==> config.mk <==
export PLATFORM = sky130hd
export DESIGN_NAME = regfile_exec_stage
export DESIGN_NICKNAME = d
export VERILOG_FILES = /design/src/rtl/regfile_exec_stage.sv
export SDC_FILE = /design/constraint.sdc
export NUM_CORES = 1
export LEC_CHECK = 0
export CAP_MARGIN = 20
export CELL_PAD_IN_SITES_DETAIL_PLACEMENT = 0
export CELL_PAD_IN_SITES_GLOBAL_PLACEMENT = 2
export CORE_MARGIN = 5
export CORE_UTILIZATION = 34
export CTS_CLUSTER_DIAMETER = 200
export DETAILED_ROUTE_END_ITERATION = 7
export GPL_TIMING_DRIVEN = 0
export MAX_ROUTING_LAYER = met4
export PLACE_DENSITY = 0.95
export SLEW_MARGIN = 20
export SYNTH_ARGS = -nofsm -noshare
export SYNTH_HDL_FRONTEND = slang
export SYNTH_SLANG_ARGS = --single-unit
==> constraint.sdc <==
create_clock -name clk -period 5.3 [get_ports clk]
set_clock_uncertainty 0.1 [all_clocks]
set_input_delay 1.06 -clock clk [delete_from_list [all_inputs] [get_ports clk]]
set_output_delay 1.06 -clock clk [all_outputs]
set_load 0.005 [all_outputs]
==> src/rtl/regfile_exec_stage.sv <==
// Execute/write-back stage behind the 8-entry register file: single-cycle ALU ops,
// an iterative shift-add multiplier that stalls issue, and a pending-destination hazard output.
module regfile_exec_stage #(
  parameter int WIDTH = 4
) (
  input  logic             clk,
  input  logic             rst,
  input  logic             in_valid,
  output logic             in_ready,
  input  logic [2:0]       op,
  input  logic [2:0]       rd,
  input  logic [WIDTH-1:0] rs1_data,
  input  logic [WIDTH-1:0] rs2_data,
  output logic             wb_we,
  output logic [2:0]       wb_reg,
  output logic [WIDTH-1:0] wb_data,
  output logic             pend_valid,
  output logic [2:0]       pend_reg,
  output logic             flag_zero,
  output logic             flag_carry
);

  localparam int SHW = $clog2(WIDTH);
  localparam logic [SHW-1:0] CNT_LAST = SHW'(WIDTH - 1);
  localparam logic [SHW-1:0] CNT_ONE  = SHW'(1);

  localparam logic [2:0] OP_ADD  = 3'b000;
  localparam logic [2:0] OP_SUB  = 3'b001;
  localparam logic [2:0] OP_AND  = 3'b010;
  localparam logic [2:0] OP_OR   = 3'b011;
  localparam logic [2:0] OP_XOR  = 3'b100;
  localparam logic [2:0] OP_SLL  = 3'b101;
  localparam logic [2:0] OP_PASS = 3'b110;
  localparam logic [2:0] OP_MUL  = 3'b111;

  typedef enum logic {
    S_IDLE = 1'b0,
    S_MUL  = 1'b1
  } state_t;

  state_t state_reg;
  state_t state_next;

  logic             accept;
  logic             wb_we_reg;
  logic [2:0]       wb_reg_reg;
  logic [WIDTH-1:0] wb_data_reg;
  logic             flag_zero_reg;
  logic             flag_carry_reg;

  logic [WIDTH-1:0] mcand_reg;
  logic [WIDTH-1:0] mplier_reg;
  logic [WIDTH-1:0] acc_reg;
  logic [SHW-1:0]   cnt_reg;
  logic [2:0]       mul_rd_reg;
  logic [WIDTH-1:0] acc_step;

  logic [WIDTH-1:0] add_b;
  logic             add_cin;
  logic [WIDTH:0]   add_ext;
  logic [WIDTH-1:0] alu_result;
  logic [SHW:0][WIDTH-1:0] shift_stage;

  assign accept = in_valid & in_ready;

  // SUB reuses the adder as rs1 + ~rs2 + 1, so carry out means "no borrow".
  assign add_cin = (op == OP_SUB);
  assign add_b   = add_cin ? ~rs2_data : rs2_data;
  assign add_ext = {1'b0, rs1_data} + {1'b0, add_b} + {{WIDTH{1'b0}}, add_cin};

  // Logarithmic left shifter: stage gi shifts by 2**gi when amount bit gi is set.
  assign shift_stage[0] = rs1_data;
  for (genvar gi = 0; gi < SHW; gi++) begin : g_sll
    localparam int STEP = 1 << gi;
    assign shift_stage[gi+1] = rs2_data[gi] ? (shift_stage[gi] << STEP) : shift_stage[gi];
  end

  always_comb begin
    alu_result = '0;
    case (op)
      OP_ADD, OP_SUB: alu_result = add_ext[WIDTH-1:0];
      OP_AND:         alu_result = rs1_data & rs2_data;
      OP_OR:          alu_result = rs1_data | rs2_data;
      OP_XOR:         alu_result = rs1_data ^ rs2_data;
      OP_SLL:         alu_result = shift_stage[SHW];
      OP_PASS:        alu_result = rs2_data;
      default:        alu_result = '0;
    endcase
  end

  assign acc_step = acc_reg + (mplier_reg[0] ? mcand_reg : '0);

  always_ff @(posedge clk) begin
    if (rst) begin
      state_reg <= S_IDLE;
    end else begin
      state_reg <= state_next;
    end
  end

  always_comb begin
    state_next = state_reg;
    in_ready   = (state_reg == S_IDLE);
    case (state_reg)
      S_IDLE: if (accept && (op == OP_MUL)) state_next = S_MUL;
      S_MUL:  if (cnt_reg == '0) state_next = S_IDLE;
      default: state_next = S_IDLE;
    endcase
  end

  always_ff @(posedge clk) begin
    if (rst) begin
      wb_we_reg      <= 1'b0;
      wb_reg_reg     <= '0;
      wb_data_reg    <= '0;
      flag_zero_reg  <= 1'b0;
      flag_carry_reg <= 1'b0;
      mcand_reg      <= '0;
      mplier_reg     <= '0;
      acc_reg        <= '0;
      cnt_reg        <= '0;
      mul_rd_reg     <= '0;
    end else begin
      wb_we_reg <= 1'b0;
      if (accept && (op != OP_MUL)) begin
        wb_we_reg     <= (rd != 3'd0);
        wb_reg_reg    <= rd;
        wb_data_reg   <= alu_result;
        flag_zero_reg <= (alu_result == '0);
        if ((op == OP_ADD) || (op == OP_SUB)) flag_carry_reg <= add_ext[WIDTH];
      end else if (accept) begin
        mcand_reg  <= rs1_data;
        mplier_reg <= rs2_data;
        acc_reg    <= '0;
        cnt_reg    <= CNT_LAST;
        mul_rd_reg <= rd;
      end
      if (state_reg == S_MUL) begin
        acc_reg    <= acc_step;
        mcand_reg  <= mcand_reg << 1;
        mplier_reg <= mplier_reg >> 1;
        if (cnt_reg == '0) begin
          // Final step: the last partial product is folded in on the way to write-back.
          wb_we_reg     <= (mul_rd_reg != 3'd0);
          wb_reg_reg    <= mul_rd_reg;
          wb_data_reg   <= acc_step;
          flag_zero_reg <= (acc_step == '0);
        end else begin
          cnt_reg <= cnt_reg - CNT_ONE;
        end
      end
    end
  end

  // A MUL destination is outstanding from the first iteration until its write-back cycle.
  assign pend_valid = ((state_reg == S_MUL) && (mul_rd_reg != 3'd0)) || wb_we_reg;
  assign pend_reg   = (state_reg == S_MUL) ? mul_rd_reg : wb_reg_reg;

  assign wb_we      = wb_we_reg;
  assign wb_reg     = wb_reg_reg;
  assign wb_data    = wb_data_reg;
  assign flag_zero  = flag_zero_reg;
  assign flag_carry = flag_carry_reg;

endmodule

==> impl_metrics.yaml, run 1 <==
final_layout:
  layout-drive-gt1-share: 0.0752
  fillers: 546
  stdcell_count: 338
  antennaDiodeCount: 0
  nets: 301
  utilization: 0.430
  fin_area_sq_mm: 0.00237
  area.growth.synth_to_final_pct: 23.2
flow_run:
  max_cap_viol_count: 0
synth:
  syn-cell-area_sq_mm: 0.00192
  synth_cells: 232
  ys.flop_type: "dfxtp_1"
  yosysTopAreaCell: "dfxtp_1"
  synth_area_leaders: "dfxtp_1 (29%), ha_1 (9.8%), a21oi_1 (6.0%)"
  yosys.area.top_type_share: 0.292
  synthArstFlopShare: 0
  synth_fp_nets: 266
  ys_seq_area_frac: 0.292
  synthDistinctLibCells: 50
  synth_most_common_cell: "nand2_1"
  synth_edf_count: 0
  yosys_warnings: 0
  ys_seq_elements: 28
  avgSynthCellArea_sq_um: 8.28
  synth.top_cells.by_count: "nand2_1 (29), dfxtp_1 (28), a21oi_1 (23), nor2_1 (20), ha_1 (15)"
power_and_ir_drop:
  switching_power_mw: 0.137
  pwr-share-clk: 0.278
  p_leak_nw: 0.979
  power_density_mw_per_mm2: 205
  power.total_mw: 0.485
  p_sw_frac: 0.282
  p_int_mw: 0.348
  pwr-share-seq: 0.466
  combPwrFrac: 0.256
  peakVddDrop_mv: 0.125
die:
  fp-row-count: 27
  die_area_sq_mm: 0.00726
  die_width_microns: 85.2
  initial_utilization: 0.349
  ios: 32
  die_h_microns: 85.2
  core_area_sq_mm: 0.00551
outcome:
  status: "completed"
clock_network:
  cts.sinks: 28
  clock_path_buffers: 2
  cts_max_level: 1
  post_cts_buffers: 0
  clkTransAtPathRegs_ns: 0.10
  cts_buffers: 3
  cts-hold-fix-buffers: 0
  clk_latency_ns: 0.28
  cts_resized: 0
  clock-root-buffer: "clkbuf_8"
  cts_tree: "built"
detailed_routing:
  route.detailed.drc: 0
  drt_iter0_drc: 170
  wl_microns: 5150
  vias_per_cell: 5.29
  route.detailed.wl_per_inst_microns: 15.2
  vias: 1787
  wl_met2_microns: 2460
  met1Wirelength_microns: 2410
  wl_met3_microns: 257
  highest_layer: "met4"
  drt_pre_antenna_iters: 4
  ant_nets: 0
grt:
  grt_first_pass_wirelength_microns: 8580
  grt_max_degree: 16
  antenna_found_initial: 0
  first_global_vias: 1689
  grt-ovfl-total: 0
  grtUsageTotal: 0.149
placement:
  dp.cells: 334
  numPortBuffers: 30
  place_ws_ns: 0.918
  dp_hpwl_microns: 3960
  dpl-instance-area_sq_mm: 0.00231
  place_congestion: 0.823
hold_path:
  worstHoldPathType: "flop to flop"
timing:
  layout_min_cycle_time_ns: 4.07
  whs_ns: 0.386
  period_share: 0.768
  max_slew_margin: 0.603
  slew_violations: 0
  fin_ws_ns: 1.23
  rsz0062_at_grt: "no"
  report.final.hold_viol_count: 0
  fmax_mhz: 246
  setup_viol: 0
  setup_tns_ns: 0
  tightest_slew_ns: 0.593
critical_path:
  critPathKind: "input pin to flop"
  crit_arrival_ns: 4.17
  worst_ep_required_time_ns: 5.40
  critPathCaptureType: "flop"
  start_kind: "input pin"
  path_max_fanout: 10
critical path, stage by stage:
cell	delay, ns
clkdlybuf4s50_1	0.60
buf_2	0.27
nand2_1	0.18
xnor2_1	0.29
fa_1	0.46
a32o_1	0.26
a2111oi_4	0.37
nand4_1	0.13
or3_1	0.34
a221oi_2	0.22
cells in the final DEF, fill, tap and decap left out, drive strengths merged, types with 2 or more instances in the layout:
cell type / instances
mux2i: 5
a221oi: 4
a211oi: 2
or3: 2
and4b: 2
nor2: 22
nand3: 4
ha: 15
a21o: 4
o21ai: 8
nand3b: 2
buf: 6
fa: 2
and2: 3
inv: 10
a2111oi: 2
or2: 2
a222oi: 2
clkdlybuf4s50: 30
a311oi: 4
nor3: 5
xor2: 2
clkbuf: 8
and3: 6
mux2: 4
xnor2: 5
a21oi: 23
o211ai: 4
nand2: 29
nand2b: 7
dfxtp: 28
cell families after synthesis:
family                     after synthesis  share of synthesized area
AOI/OAI and AO/OA                       62                      0.227
xor gates and xnor gates                 7                     0.0319
adders and majority gates               17                      0.118
buffers and inverters                   21                     0.0501
DFF                                     28                      0.292
muxes                                   10                     0.0612
and+or+nand+nor                         87                      0.219
power by group through the flow:
stage	Clock (mW)	Combinational [mW]	Sequential, mW
global placement	0	0.123	0.231
CTS	0.138	0.125	0.226
floorplan	0	0.0711	0.230
global route	0.146	0.138	0.228
detailed placement	0	0.124	0.231
finish	0.135	0.124	0.226
path summary, 6_finish.rpt:
check	from	slack [ns]	cells past startpoint	to
hold / removal	mplier_reg[1]$_SDFFE_PP0P_	0.39	2	mplier_reg[1]$_SDFFE_PP0P_
setup / recovery	op[0]	1.23	10	flag_zero$_SDFF_PP0_
setup reg to reg	mplier_reg[0]$_SDFFE_PP0P_	2.80	8	flag_zero$_SDFF_PP0_
hold reg to reg	mplier_reg[1]$_SDFFE_PP0P_	0.39	2	mplier_reg[1]$_SDFFE_PP0P_
layout make-up:
type | instances | area, sq um | share of cell area
multi-input cells | 183 | 1260 | 0.534
repair buffers | 30 | 300 | 0.127
well taps | 72 | 90.1 | 0.0381
plain buffers | 10 | 55.1 | 0.0233
clock buffers | 4 | 55.1 | 0.0233
flip-flops and latches | 28 | 561 | 0.237
inverters | 11 | 41.3 | 0.0174
routing by layer:
layer / vias up / global-route usage
li1: 909 / -
met1: 836 / 0.204
met2: 40 / 0.240
met3: 2 / 0.0214
met4: 0 / 0.0216
met5: - / -
(Power assumes the default switching activity.)
==> inputs of run 2 (changes only) <==
--- a/config.mk
+++ b/config.mk
@@ -9,12 +9,12 @@
 export CELL_PAD_IN_SITES_DETAIL_PLACEMENT = 0
 export CELL_PAD_IN_SITES_GLOBAL_PLACEMENT = 2
 export CORE_MARGIN = 5
-export CORE_UTILIZATION = 34
+export CORE_UTILIZATION = 31
 export CTS_CLUSTER_DIAMETER = 200
 export DETAILED_ROUTE_END_ITERATION = 7
 export GPL_TIMING_DRIVEN = 0
 export MAX_ROUTING_LAYER = met4
-export PLACE_DENSITY = 0.95
+export PLACE_DENSITY = 0.89
 export SLEW_MARGIN = 20
 export SYNTH_ARGS = -nofsm -noshare
 export SYNTH_HDL_FRONTEND = slang
==> constraint.sdc (replaced) <==
create_clock -name clk -period 4.13 [get_ports clk]
set_clock_uncertainty 0.1 [all_clocks]
set_input_delay 0.826 -clock clk [delete_from_list [all_inputs] [get_ports clk]]
set_output_delay 0.826 -clock clk [all_outputs]
set_load 0.005 [all_outputs]
==> impl_metrics.yaml, run 2 (same netlist as run 1, synthesis figures left out) <==
outcome:
  status: "completed"
die:
  die_width_microns: 88.7
  die_area_sq_mm: 0.00787
  initial_utilization: 0.321
  ios: 32
  fp-row-count: 28
  core_area_sq_mm: 0.00599
  die_h_microns: 88.7
clock_network:
  cts_buffers: 3
  clkTransAtPathRegs_ns: 0.10
  cts.sinks: 28
  clock_path_buffers: 2
  clock-root-buffer: "clkbuf_8"
  post_cts_buffers: 0
  cts_resized: 0
  cts_tree: "built"
  cts-hold-fix-buffers: 0
  clk_latency_ns: 0.28
  cts_max_level: 1
final_layout:
  multiInputGateArea_sq_mm: 0.00126
  area.growth.synth_to_final_pct: 23.4
  utilization: 0.396
  nets: 301
  regArea_sq_um: 561
  layout_common_cells: "clkdlybuf4s50_1 (30), nand2_1 (29), dfxtp_1 (28)"
  layout-drive-gt1-share: 0.0752
  final_common_cell: "clkdlybuf4s50_1"
  fillers: 618
  antennaDiodeCount: 0
grt:
  grtUsageTotal: 0.142
  grt_first_pass_wirelength_microns: 8520
  grt-ovfl-total: 0
  first_global_vias: 1674
  grt_max_degree: 16
  antenna_found_initial: 0
detailed_routing:
  route.detailed.drc: 0
  vias: 1743
  drt_iter0_drc: 72
  ant_nets: 0
  wl_microns: 5100
  drt_pre_antenna_iters: 4
  vias_per_cell: 5.11
  route.detailed.wl_per_inst_microns: 15.0
critical_path:
  reg2reg_to: "flag_zero$_SDFF_PP0_"
  cp_slowest_stage_delay_ns: 0.60
  path_max_fanout: 10
  rrSetupSlack_ns: 1.64
  worst_ep_required_time_ns: 4.23
  r2r-start: "mplier_reg[0]$_SDFFE_PP0P_"
  worst-r2r-cell-count: 8
  critPathCaptureType: "flop"
  critPathKind: "input pin to flop"
  start_kind: "input pin"
  cp_slowest_cell: "clkdlybuf4s50_1"
  path_cells: "clkdlybuf4s50_1, buf_2, nand2_1, xnor2_1, fa_1, a32o_1, a2111oi_4, nand4_1, or3_1, a221oi_2"
  crit_arrival_ns: 3.91
timing:
  setup_viol: 0
  period_share: 0.921
  report.final.hold_viol_count: 0
  max_slew_margin: 0.596
  tightest_slew_ns: 0.603
  whs_ns: 0.389
  rsz0062_at_grt: "no"
  fmax_mhz: 263
  slew_violations: 0
  layout_min_cycle_time_ns: 3.81
placement:
  numPortBuffers: 30
  dp_hpwl_microns: 3980
  place_congestion: 0.782
hold_path:
  worstHoldPathType: "flop to flop"
  min_to: "mplier_reg[1]$_SDFFE_PP0P_"
  hold_path_depth: 2
  min_from: "mplier_reg[1]$_SDFFE_PP0P_"
power_and_ir_drop:
  peakVddDrop_mv: 0.168
  p_leak_nw: 0.979
  power_density_mw_per_mm2: 263
flow_run:
  max_cap_viol_count: 0
run 2: cell counts in the layout (fill, tap and decap cells not counted):
No cell type changed its count.
run 2: through the flow:
stage	cells	cell area, sq um	setup TNS [ns]	total power, mW	worst slack [ns]
after floorplan	232	1920	0	0.387	0.941
after global placement	337	2320	-0.00766	0.456	-0.00766
after detailed placement	337	2320	-0.000501	0.456	-0.000501
after CTS	341	2370	0	0.631	0.296
after global routing	341	2370	0	0.661	0.0574
final	341	2370	0	0.624	0.325
run 2: metal layers:
metal / GRT usage / vias up / share of wire
met5: - / - / 0
met4: 0.0165 / 0 / 0.0022
met1: 0.190 / 821 / 0.49
li1: - / 901 / -
met3: 0.0233 / 2 / 0.029
met2: 0.231 / 19 / 0.48
run 2: layout make-up:
type | count | share of cell area
buffer | 10 | 0.0232
tap | 75 | 0.0396
sequential | 28 | 0.236
inverter | 11 | 0.0174
timing repair buffer | 30 | 0.127
clock buffer | 4 | 0.0232
multi-input combinational | 183 | 0.534
run 2: worst max path at each step:
stage	from	to	slack, ns	depth (start not counted)
floorplan	op[2]	flag_zero$_SDFF_PP0_	0.94	9
global placement	op[0]	flag_zero$_SDFF_PP0_	-0.008	10
detailed placement	op[0]	flag_zero$_SDFF_PP0_	-0.0005	10
CTS	op[0]	flag_zero$_SDFF_PP0_	0.30	10
global route	op[0]	flag_zero$_SDFF_PP0_	0.06	10
finish	op[0]	flag_zero$_SDFF_PP0_	0.32	10
run 2: power by group:
group          leakage [nW]  internal [mW]  switching, mW
registers             0.228          0.282        0.00791
clock network        0.0288         0.0855         0.0895
logic                 0.722         0.0784         0.0806
run 2: worst max-delay path, delay by kind of cell:
| kind | cells | cell delay (ns) |
|---|---|---|
| adders and majority gates | 1 | 0.45 |
| AOI/OAI and AO/OA | 3 | 0.84 |
| xor gates and xnor gates | 1 | 0.27 |
| buffers and inverters | 2 | 0.87 |
| and+or+nand+nor | 3 | 0.65 |
==> inputs of run 3 (changes only) <==
--- a/config.mk
+++ b/config.mk
@@ -15,6 +15,7 @@
 export GPL_TIMING_DRIVEN = 0
 export MAX_ROUTING_LAYER = met4
 export PLACE_DENSITY = 0.89
+export RECOVER_POWER = 50
 export SLEW_MARGIN = 20
 export SYNTH_ARGS = -nofsm -noshare
 export SYNTH_HDL_FRONTEND = slang
==> impl_metrics.yaml, run 3 (same netlist as run 1, synthesis figures left out) <==
placement:
  place_congestion: 0.782
  place_ws_ns: -0.000501
  dp.cells: 337
  numPortBuffers: 30
  dpl-instance-area_sq_mm: 0.00232
  dp_hpwl_microns: 3980
critical_path:
  worst-r2r-cell-count: 8
  path_max_fanout: 10
  critPathCaptureType: "flop"
  critPathKind: "input pin to flop"
  start_kind: "input pin"
  r2r-start: "mplier_reg[0]$_SDFFE_PP0P_"
  rrSetupSlack_ns: 1.64
  cp_slowest_cell: "clkdlybuf4s50_1"
  reg2reg_to: "flag_zero$_SDFF_PP0_"
  worst_ep_required_time_ns: 4.23
  path_cells: "clkdlybuf4s50_1, buf_2, nand2_1, xnor2_1, fa_1, a32o_1, a2111oi_4, nand4_1, or3_1, a221oi_2"
  crit_arrival_ns: 3.91
  cp_slowest_stage_delay_ns: 0.60
die:
  fp-row-count: 28
  die_width_microns: 88.7
  ios: 32
  die_area_sq_mm: 0.00787
  core_area_sq_mm: 0.00599
  die_h_microns: 88.7
  initial_utilization: 0.321
power_and_ir_drop:
  pwr-share-clk: 0.282
  pwr-share-seq: 0.466
  p_leak_nw: 1.01
  switching_power_mw: 0.178
  peakVddDrop_mv: 0.169
  p_sw_frac: 0.287
  p_int_mw: 0.444
  power_density_mw_per_mm2: 262
  combPwrFrac: 0.251
clock_network:
  cts_buffers: 3
  cts-hold-fix-buffers: 0
  cts.sinks: 28
  clock-root-buffer: "clkbuf_8"
  cts_resized: 0
  post_cts_buffers: 0
  clk_latency_ns: 0.28
  cts_tree: "built"
  cts_max_level: 1
  clkTransAtPathRegs_ns: 0.10
  clock_path_buffers: 2
final_layout:
  utilization: 0.396
  final_common_cell: "nand2_1"
  area.growth.synth_to_final_pct: 23.4
  nets: 301
  antennaDiodeCount: 0
  layout-drive-gt1-share: 0.0752
  layout_common_cells: "nand2_1 (29), dfxtp_1 (28), a21oi_1 (23)"
  fin_area_sq_mm: 0.00237
  stdcell_count: 341
outcome:
  status: "completed"
timing:
  period_share: 0.921
  tightest_slew_ns: 0.584
  max_slew_margin: 0.610
  layout_min_cycle_time_ns: 3.80
  report.final.hold_viol_count: 0
  slew_violations: 0
  setup_viol: 0
  fmax_mhz: 263
  rsz0062_at_grt: "no"
  fin_ws_ns: 0.325
hold_path:
  min_to: "mplier_reg[1]$_SDFFE_PP0P_"
  worstHoldPathType: "flop to flop"
  hold_path_depth: 2
  min_from: "mplier_reg[1]$_SDFFE_PP0P_"
detailed_routing:
  route.detailed.wl_per_inst_microns: 14.9
  vias: 1748
  drt_iter0_drc: 72
  wl_microns: 5090
  route.detailed.drc: 0
  drt_pre_antenna_iters: 4
  vias_per_cell: 5.13
  ant_nets: 0
grt:
  grt_max_degree: 16
  grtUsageTotal: 0.142
  first_global_vias: 1674
  antenna_found_initial: 0
  grt-ovfl-total: 0
  grt_first_pass_wirelength_microns: 8520
flow_run:
  max_cap_viol_count: 0
==> run 3: final cells by class <==
cell class | instances | area, sq um
flip-flops and latches | 28 | 561
multi-input cells | 183 | 1260
well taps | 75 | 93.8
repair buffers | 30 | 300
fillers | 618 | 3620
plain buffers | 10 | 55.1
inverters | 11 | 41.3
clock buffers | 4 | 55.1
==> run 3: power groups by stage <==
stage               combinational (mW)  sequential, mW  clock (mW)
finish                           0.156           0.290       0.176
global route                     0.175           0.292       0.190
CTS                              0.161           0.291       0.179
detailed placement               0.160           0.297           0
global placement                 0.159           0.297           0
floorplan                       0.0912           0.296           0
==> run 3: stage by stage <==
stage	hold WS, ns	power (mW)	TNS [ns]
floorplan	0.346	0.387	0
global placement	0.370	0.456	-0.00766
detailed placement	0.378	0.456	-0.000501
CTS	0.392	0.631	0
global route	0.438	0.658	0
finish	0.390	0.622	0
==> run 3: critical path: cells and delay by family <==
kind                       cells  cell delay (ns)
adders and majority gates      1             0.45
xor gates and xnor gates       1             0.27
buffers and inverters          2             0.87
and+or+nand+nor                3             0.65
AOI/OAI and AO/OA              3             0.84
==> run 3: routing by layer <==
| metal | vias up | GRT usage | wire, microns |
|---|---|---|---|
| li1 | 904 | - | - |
| met1 | 821 | 0.190 | 2480 |
| met2 | 21 | 0.231 | 2440 |
| met3 | 2 | 0.0233 | 161 |
| met4 | 0 | 0.0165 | 11 |
| met5 | - | - | 0 |
==> run 3: how the worst max path moves through the flow <==
stage	start	to	slack, ns
floorplan	op[2]	flag_zero$_SDFF_PP0_	0.94
global placement	op[0]	flag_zero$_SDFF_PP0_	-0.008
detailed placement	op[0]	flag_zero$_SDFF_PP0_	-0.0005
CTS	op[0]	flag_zero$_SDFF_PP0_	0.30
global route	op[0]	flag_zero$_SDFF_PP0_	0.06
finish	op[0]	flag_zero$_SDFF_PP0_	0.33
